$ cat src/rtl/pkt_size_meter.sv
// Packet size meter: extracts the flow number from each sop word, counts packet bytes and
// emits one {flow, size, enable} report per good packet to the per-flow statistics accumulator.
module pkt_size_meter #(
    parameter int unsigned DATA_W   = 64,
    parameter int unsigned A_WIDTH  = 10,
    parameter int unsigned FLOW_LSB = 0,
    parameter int unsigned EMPTY_W  = 3
) (
    input  logic               clk_i,
    input  logic               rst_n_i,
    input  logic [DATA_W-1:0]  data_i,
    input  logic               val_i,
    input  logic               sop_i,
    input  logic               eop_i,
    input  logic [EMPTY_W-1:0] empty_i,
    input  logic               err_i,
    output logic [A_WIDTH-1:0] rx_flow_num_o,
    output logic [15:0]        pkt_size_o,
    output logic               pkt_size_ena_o,
    output logic [15:0]        drop_err_cnt_o,
    output logic [15:0]        drop_fmt_cnt_o
);

    typedef enum logic [0:0] {StIdle, StInPkt} state_e;

    localparam logic [16:0] Bytes = 17'(DATA_W / 8);

    state_e             state_q, state_d;
    logic [16:0]        cnt_q, cnt_d;
    logic [A_WIDTH-1:0] flow_q, flow_d;
    logic [A_WIDTH-1:0] out_flow_q, out_flow_d;
    logic [15:0]        out_size_q, out_size_d;
    logic               ena_q, ena_d;
    logic [15:0]        err_cnt_q, err_cnt_d;
    logic [15:0]        fmt_cnt_q, fmt_cnt_d;

    logic               rpt, fmt_inc, err_inc;
    logic [A_WIDTH-1:0] rpt_flow;
    logic [15:0]        rpt_size;
    logic [A_WIDTH-1:0] sop_flow;
    logic [16:0]        empty_ext;
    logic [16:0]        eop_bytes;
    logic               unused_data;

    // Sums never exceed 17 bits, so bit 16 alone flags an overflow past 0xFFFF.
    function automatic logic [15:0] sat16(input logic [16:0] v);
        return v[16] ? 16'hFFFF : v[15:0];
    endfunction

    assign sop_flow    = data_i[FLOW_LSB +: A_WIDTH];
    assign unused_data = ^data_i;
    assign empty_ext   = 17'(empty_i);
    // An oversized empty still leaves one valid byte in the eop beat.
    assign eop_bytes   = (empty_ext >= Bytes) ? 17'd1 : Bytes - empty_ext;

    always_comb begin
        state_d  = state_q;
        cnt_d    = cnt_q;
        flow_d   = flow_q;
        rpt      = 1'b0;
        rpt_flow = flow_q;
        rpt_size = sat16(cnt_q + eop_bytes);
        fmt_inc  = 1'b0;
        if (val_i) begin
            if (sop_i) begin
                // A sop inside an open packet closes it as a format violation.
                fmt_inc = (state_q == StInPkt);
                if (eop_i) begin
                    rpt      = 1'b1;
                    rpt_flow = sop_flow;
                    rpt_size = sat16(eop_bytes);
                    state_d  = StIdle;
                    cnt_d    = '0;
                end else begin
                    flow_d  = sop_flow;
                    cnt_d   = Bytes;
                    state_d = StInPkt;
                end
            end else if (state_q == StIdle) begin
                fmt_inc = 1'b1;
            end else if (eop_i) begin
                rpt     = 1'b1;
                state_d = StIdle;
                cnt_d   = '0;
            end else begin
                cnt_d = {1'b0, sat16(cnt_q + Bytes)};
            end
        end
        ena_d      = rpt & ~err_i;
        err_inc    = rpt & err_i;
        out_flow_d = ena_d ? rpt_flow : out_flow_q;
        out_size_d = ena_d ? rpt_size : out_size_q;
        err_cnt_d  = (err_inc && err_cnt_q != 16'hFFFF) ? err_cnt_q + 16'd1 : err_cnt_q;
        fmt_cnt_d  = (fmt_inc && fmt_cnt_q != 16'hFFFF) ? fmt_cnt_q + 16'd1 : fmt_cnt_q;
    end

    always_ff @(posedge clk_i or negedge rst_n_i) begin
        if (!rst_n_i) begin
            state_q    <= StIdle;
            cnt_q      <= '0;
            flow_q     <= '0;
            out_flow_q <= '0;
            out_size_q <= '0;
            ena_q      <= 1'b0;
            err_cnt_q  <= '0;
            fmt_cnt_q  <= '0;
        end else begin
            state_q    <= state_d;
            cnt_q      <= cnt_d;
            flow_q     <= flow_d;
            out_flow_q <= out_flow_d;
            out_size_q <= out_size_d;
            ena_q      <= ena_d;
            err_cnt_q  <= err_cnt_d;
            fmt_cnt_q  <= fmt_cnt_d;
        end
    end

    assign rx_flow_num_o  = out_flow_q;
    assign pkt_size_o     = out_size_q;
    assign pkt_size_ena_o = ena_q;
    assign drop_err_cnt_o = err_cnt_q;
    assign drop_fmt_cnt_o = fmt_cnt_q;

endmodule

$ cat config.mk
export PLATFORM = sky130hd
export DESIGN_NAME = pkt_size_meter
export DESIGN_NICKNAME = d
export VERILOG_FILES = /design/src/rtl/pkt_size_meter.sv
export SDC_FILE = /design/constraint.sdc
export NUM_CORES = 1
export LEC_CHECK = 0
export CORE_MARGIN = 3
export CORE_UTILIZATION = 50
export CTS_CLUSTER_SIZE = 28
export DETAILED_ROUTE_END_ITERATION = 7
export PLACE_DENSITY = 0.82
export SYNTH_ARGS = -nofsm -noshare
export SYNTH_HDL_FRONTEND = slang
export SYNTH_SLANG_ARGS = --single-unit
$ cat constraint.sdc
create_clock -name clk_i -period 6.88 [get_ports clk_i]
set_clock_uncertainty 0.15 [all_clocks]
set_input_delay 2.064 -clock clk_i [delete_from_list [all_inputs] [get_ports clk_i]]
set_output_delay 2.064 -clock clk_i [all_outputs]
set_load 0.005 [all_outputs]
-- Word-level counts from Yosys, hierarchy flattened
Index checks and enable logic that the tools add are counted.
- $add $sub $neg: 5
- $lt $le $gt $ge: 1
- equal/unequal tests: 2
- mux-type cells: 24
- bitwise operators: 4
- reductions and logical operators: 5
- operator list (operator ; count):
    $mux W16 ; 7
    $mux W17 ; 3
    $add A16 B1 Y16 const B ; 2
    $ne A16 B16 Y1 const B ; 2
    $mux W10 ; 3
    $add A17 B17 Y17 ; 1
    $add A17 B4 Y17 const B ; 1
    $mux W1 ; 10
    $sub A4 B3 Y5 const A ; 1
    $ge A3 B4 Y1 const B ; 1
    $mux W4 ; 1
    $reduce_and A3 Y1 ; 1
    $and A1 B1 Y1 ; 2
    $logic_and A1 B1 Y1 ; 2
    $not A1 Y1 ; 2
    $reduce_and A2 Y1 ; 1
    $reduce_bool A2 Y1 ; 1
- register bits: 87
- input bits: 73
- output and inout bits: 59
- logic and storage cells: 49

-- Longest topological paths before layout
- depth after elaboration: 7
- gate-level depth with buffers: 10
- depth with buffers taken out: 9

-- Least setup slack after synthesis
No wires, ideal clock.
- kind: input port to flip-flop
- start point: input empty_i[0]
- end point: register out_size_q[14], in the netlist pkt_size_o[14]
- setup time: 0.122 ns
- arrival: 3.862 ns
- data required time: 6.608 ns
- path slack: 2.747 ns
- cell stages on the path: 10
- path buffers: 1
- cell sequence: inv_1 ha_1 inv_1 fa_1 nor2b_1 o31a_1 and2_1 clkbuf_1 nand4b_1 a32o_1
- word-level cells in the longest chain between the ends: 7
- elaborated cells between the ends (all ways): 9
- classes of those cells: add/sub (2); order compare (1); mux (6)
- ends and longest elaborated chain (element ; line ; text):
    start: declaration ; 15 ; input logic [EMPTY_W-1:0] empty_i,
    $sub A4 B3 Y5 / $ge A3 B4 Y1 (equally long branches) ; 54 ; assign eop_bytes = (empty_ext >= Bytes) ? 17'd1 : Bytes - empty_ext;
    $mux W17 * ; 54 ;
    $add A17 B17 Y17 ; 62 ; rpt_size = sat16(cnt_q + eop_bytes);
    $mux W16 ; 47 ; return v[16] ? 16'hFFFF : v[15:0];
    $mux W16 ; 68 ; if (eop_i) begin
    $mux W16 ; 65 ; if (sop_i) begin
    $mux W16 * ; 64 ; if (val_i) begin
    end signal: assignment ; 112 ; out_size_q <= out_size_d;
    end: declaration ; 32 ; logic [15:0] out_size_q, out_size_d;
Mark *: on every way between the ends. The rest lies on a longest branch, timed or not.
A chain may end at the register's enable or synchronous reset.

-- Worst setup path after layout
- start point: input empty_i[0]
- end point: register out_size_q[13], in the netlist pkt_size_o[13]
The elaborated chain is that of the path after synthesis.

==> metrics.md <==
| Metric | Value |
|---|---|
| Vias per cell | `between 5 and 6` |
| Initial antenna violation count | `0` |
| Fillers | `~690` |
| Met1 wire length | `4220 µm` |
| Count of final max-slew check failures | `0` |
| Total power draw | `~1.2 mW` |
| Postcts setup bufs | `0` |
| DR vias | `~3600` |
| Max_cap viols | `0` |
| 1st-iter DRT viols | `139` |
| Crit-path cells | `clkdlybuf4s50_1, inv_1, ha_1, xnor2_1, ha_1, o21ai_0, o21bai_1, nor3b_1, mux2i_1, nand3_1` |
| Cell area after synthesis | `4310 µm²` |
| Area of placed instances | `5110 µm²` |
| Max-slew headroom | `31.0%` |
| # DRC | `0` |
| Leak | `between 2 and 2.5 nW` |
| Post-synth top area cell | `dfrtp_1` |
| Status | `completed` |
| Final Cycle Share | `65.7%` |
| Gr usage total | `20.6%` |
| Final net count | `596` |
| Final hold vios | `0` |
| CTS tree | `done` |
| Sw frac | `28.0%` |
| Area grow syn2layout | `23.3%` |
| Cell mode on critical path | `ha_1` |
| Post-synthesis sequential area ratio | `48.7%` |
| WL per Instance | `15.6 µm` |
| Die height | `98.9 µm` |
| Core Region | `a little over 8000 µm²` |
| Hold Path Class | `reg2reg` |
| Post-CTS Hold Fix Bufs | `0` |
| Antenna cells | `0` |
| Crit path launch type | `primary input` |
| CTS buffer count | `9` |
| Yosys top cell area share | `48.7%` |
| Final TNS setup | `0 ns` |
| DIE WIDTH | `98.9 µm` |
| Crit Path Max Fanout | `6` |
| Row cnt | `33` |
| Largest stage delay, worst path | `0.53 ns` |
| Critical Path Sink Type | `flip-flop` |
| Critical R2R Launch | `cnt_q[1]$_DFFE_PN0P_` |
| Worst Tran Pin Value | `1.04 ns` |
| Worst endpoint data arrival time | `4.60 ns` |
| Final Wtd Congestion | `0.884` |
| RSZ-0062 raised after global routing | `false` |
| Met2 WL | `roughly 4700 µm` |
| Mapped Avg Cell Area | `9.65 µm²` |
| Pre-CTS setup slack | `2.01 ns` |
| Clock Path Buffers | `2` |
| Post-Route WL | `just under 10000 µm` |
| Most frequent cells in the layout | `dfrtp_1 (84), clkdlybuf4s50_1 (76), nand2_1 (63), nor2_1 (30), a21oi_1 (28)` |
| Post-Synthesis Cells | `around 450` |
| CTS sink cnt | `84` |
| Largest net degree at the start of global routing | `85` |
| Setup slack after layout | `between 2 and 2.5 ns` |
| Detailed placer's ending HPWL | `between 6000 and 7000 µm` |
| Ys Warns | `0` |
| Pint | `891 µW` |
| Placed Cells | `about 610` |
| CP startpoint | `empty_i[0]` |
| Most common cell after layout, fill and taps aside | `dfrtp_1` |
| Post-CTS sizing | `0` |
| CTS root buffer | `clkbuf_8` |
| Asr flop ratio synth | `100%` |
| Max Freq | `221 MHz` |
| Finished Cell Area | `5320 µm²` |
| Critical Path RT | `6.96 ns` |
| Main synth FF type | `dfrtp_1` |
| Reg2Reg Setup Slack | `around 4.4 ns` |
| Top cells by area, synth | `dfrtp_1 (49%), nand2_1 (5.5%), xnor2_1 (3.9%), a21oi_1 (3.2%), mux2_2 (3.1%)` |
| CTS clk-pin slew, worst paths | `0.08 ns` |
| Mapped Nets | `530` |
| WL met3 | `roughly 580 µm` |
| Crit Path Category | `in2reg` |
| Iteration count of the initial detailed-routing pass | `4` |
| Worst setup path end | `pkt_size_o[13]$_DFFE_PN0P_` |
| Seq pwr share | `50.0%` |
| Port Buffers | `between 70 and 80` |
| Final ANT Viol Nets | `0` |
| R2R Path End | `pkt_size_o[14]$_DFFE_PN0P_` |
| Count of cell types in the netlist | `55` |
| Final setup violation count | `0` |
| Share of layout cells above drive strength 1 | `6.56%` |
| Area of the die | `9780 µm²` |
| Grt total ovfl | `0` |
| R2R depth | `8` |
| Initial core utilization | `52.0%` |
| NetSw | `347 µW` |
| Yosys reg bits | `84` |
| Slowest stage cell, crit path | `clkdlybuf4s50_1` |
| CTS H-tree depth | `3` |
| VDD IR-drop max | `roughly 0.21 mV` |
| Power per Cell Area | `233 nW/µm²` |
| EDFF count, synth | `0` |
| Gate power share | `20.2%` |
| Clock power frac | `29.8%` |
| Number of global-route vias before repair | `3505` |
| Top sig layer | `met4` |
| I/O pin count | `132` |
| Minimum clock period | `4.52 ns` |
| First-pass GRT wire length | `16500 µm` |
| Final cell count without fillers | `about 620` |
| Clock Latency Late Sink | `0.36 ns` |
[per-stage QoR]
stage                     hold WS, ns  util (%)
after floorplan                 0.313         -
after global placement          0.300      61.6
after detailed placement        0.314      61.6
after CTS                       0.332      64.1
after global routing            0.356      64.1
final                           0.330      64.1
[final cells by class]
type                    instances  area [µm²]  share of cell area (%)
flip-flops and latches         84        2100                    39.5
clock buffers                  10         138                    2.59
multi-input cells             327        2060                    38.7
well taps                     105         131                    2.47
inverters                      14        52.6                   0.988
clock inverters                 6        70.1                    1.32
repair buffers                 77         768                    14.4
[how the worst min path moves through the flow]
stage               cells past startpoint                           start                              to
floorplan                               2       pkt_size_o[6]$_DFFE_PN0P_       pkt_size_o[6]$_DFFE_PN0P_
global placement                        2       pkt_size_o[6]$_DFFE_PN0P_       pkt_size_o[6]$_DFFE_PN0P_
detailed placement                      2       pkt_size_o[8]$_DFFE_PN0P_       pkt_size_o[8]$_DFFE_PN0P_
CTS                                     2       pkt_size_o[8]$_DFFE_PN0P_       pkt_size_o[8]$_DFFE_PN0P_
global route                            1  drop_err_cnt_o[15]$_DFFE_PN0P_  drop_err_cnt_o[15]$_DFFE_PN0P_
finish                                  2       pkt_size_o[8]$_DFFE_PN0P_       pkt_size_o[8]$_DFFE_PN0P_
[flip-flops by register name (all words and copies together), names as in the netlist]
| register | flops |
|---|---|
| drop_err_cnt_o | 16 |
| drop_fmt_cnt_o | 16 |
| pkt_size_o | 16 |
| cnt_q | 14 |
| flow_q | 10 |
| rx_flow_num_o | 10 |
| pkt_size_ena_o | 1 |
| state_q | 1 |
[power by group through the flow]
| stage | Combinational (mW) | Sequential (mW) | Clock [mW] |
|---|---|---|---|
| 6_report | 0.250 | 0.619 | 0.369 |
| 5_1_grt | 0.276 | 0.631 | 0.396 |
| 4_1_cts | 0.254 | 0.619 | 0.375 |
| 3_5_place_dp | 0.252 | 0.627 | 0 |
| 3_3_place_gp | 0.244 | 0.624 | 0 |
| 2_1_floorplan | 0.105 | 0.622 | 0 |
[worst max-delay path: cells and delay by family]
family | cells | cell delay (ns)
buffers and inverters | 2 | 0.59
AO/OA/AOI/OAI | 2 | 0.51
adder cells (fa/ha/maj) | 2 | 0.50
AND/OR/NAND/NOR | 2 | 0.38
multiplexers | 1 | 0.31
XOR/XNOR | 1 | 0.24
[per-layer routing]
layer	track usage [%]	up-vias
li1	-	1719
met1	26.9	1734
met2	33.5	103
met3	4.32	15
met4	8.09	0
met5	0	-
[synth_stat cells, types with 3 or more instances]
cell type	count
a21oi_1	28
a31oi_1	14
and2_1	4
and3_1	14
and4_1	3
buf_2	7
buf_4	3
clkbuf_1	12
dfrtp_1	84
ha_1	9
inv_1	14
mux2_2	12
nand2_1	63
nand2b_1	3
nand3_1	22
nand4_1	15
nor2_1	30
nor2b_1	3
nor3_1	5
o211ai_1	6
o21ai_0	14
o21ai_1	6
o31ai_1	5
xnor2_1	19
xor2_1	15
[cell families (layout without fill, tap and decap cells)]
kind of cell    after synthesis  after routing  share of synthesized area, %
mux                          15             15                          3.86
fa+ha+maj                    10             10                          3.08
xor+xnor                     34             34                          6.90
simple gates                174            174                          19.8
flops                        84             84                          48.7
compound gates               94             94                          14.1
buf+inv                      36            107                          3.60
No activity file was read; power rests on OpenSTA's default activity.
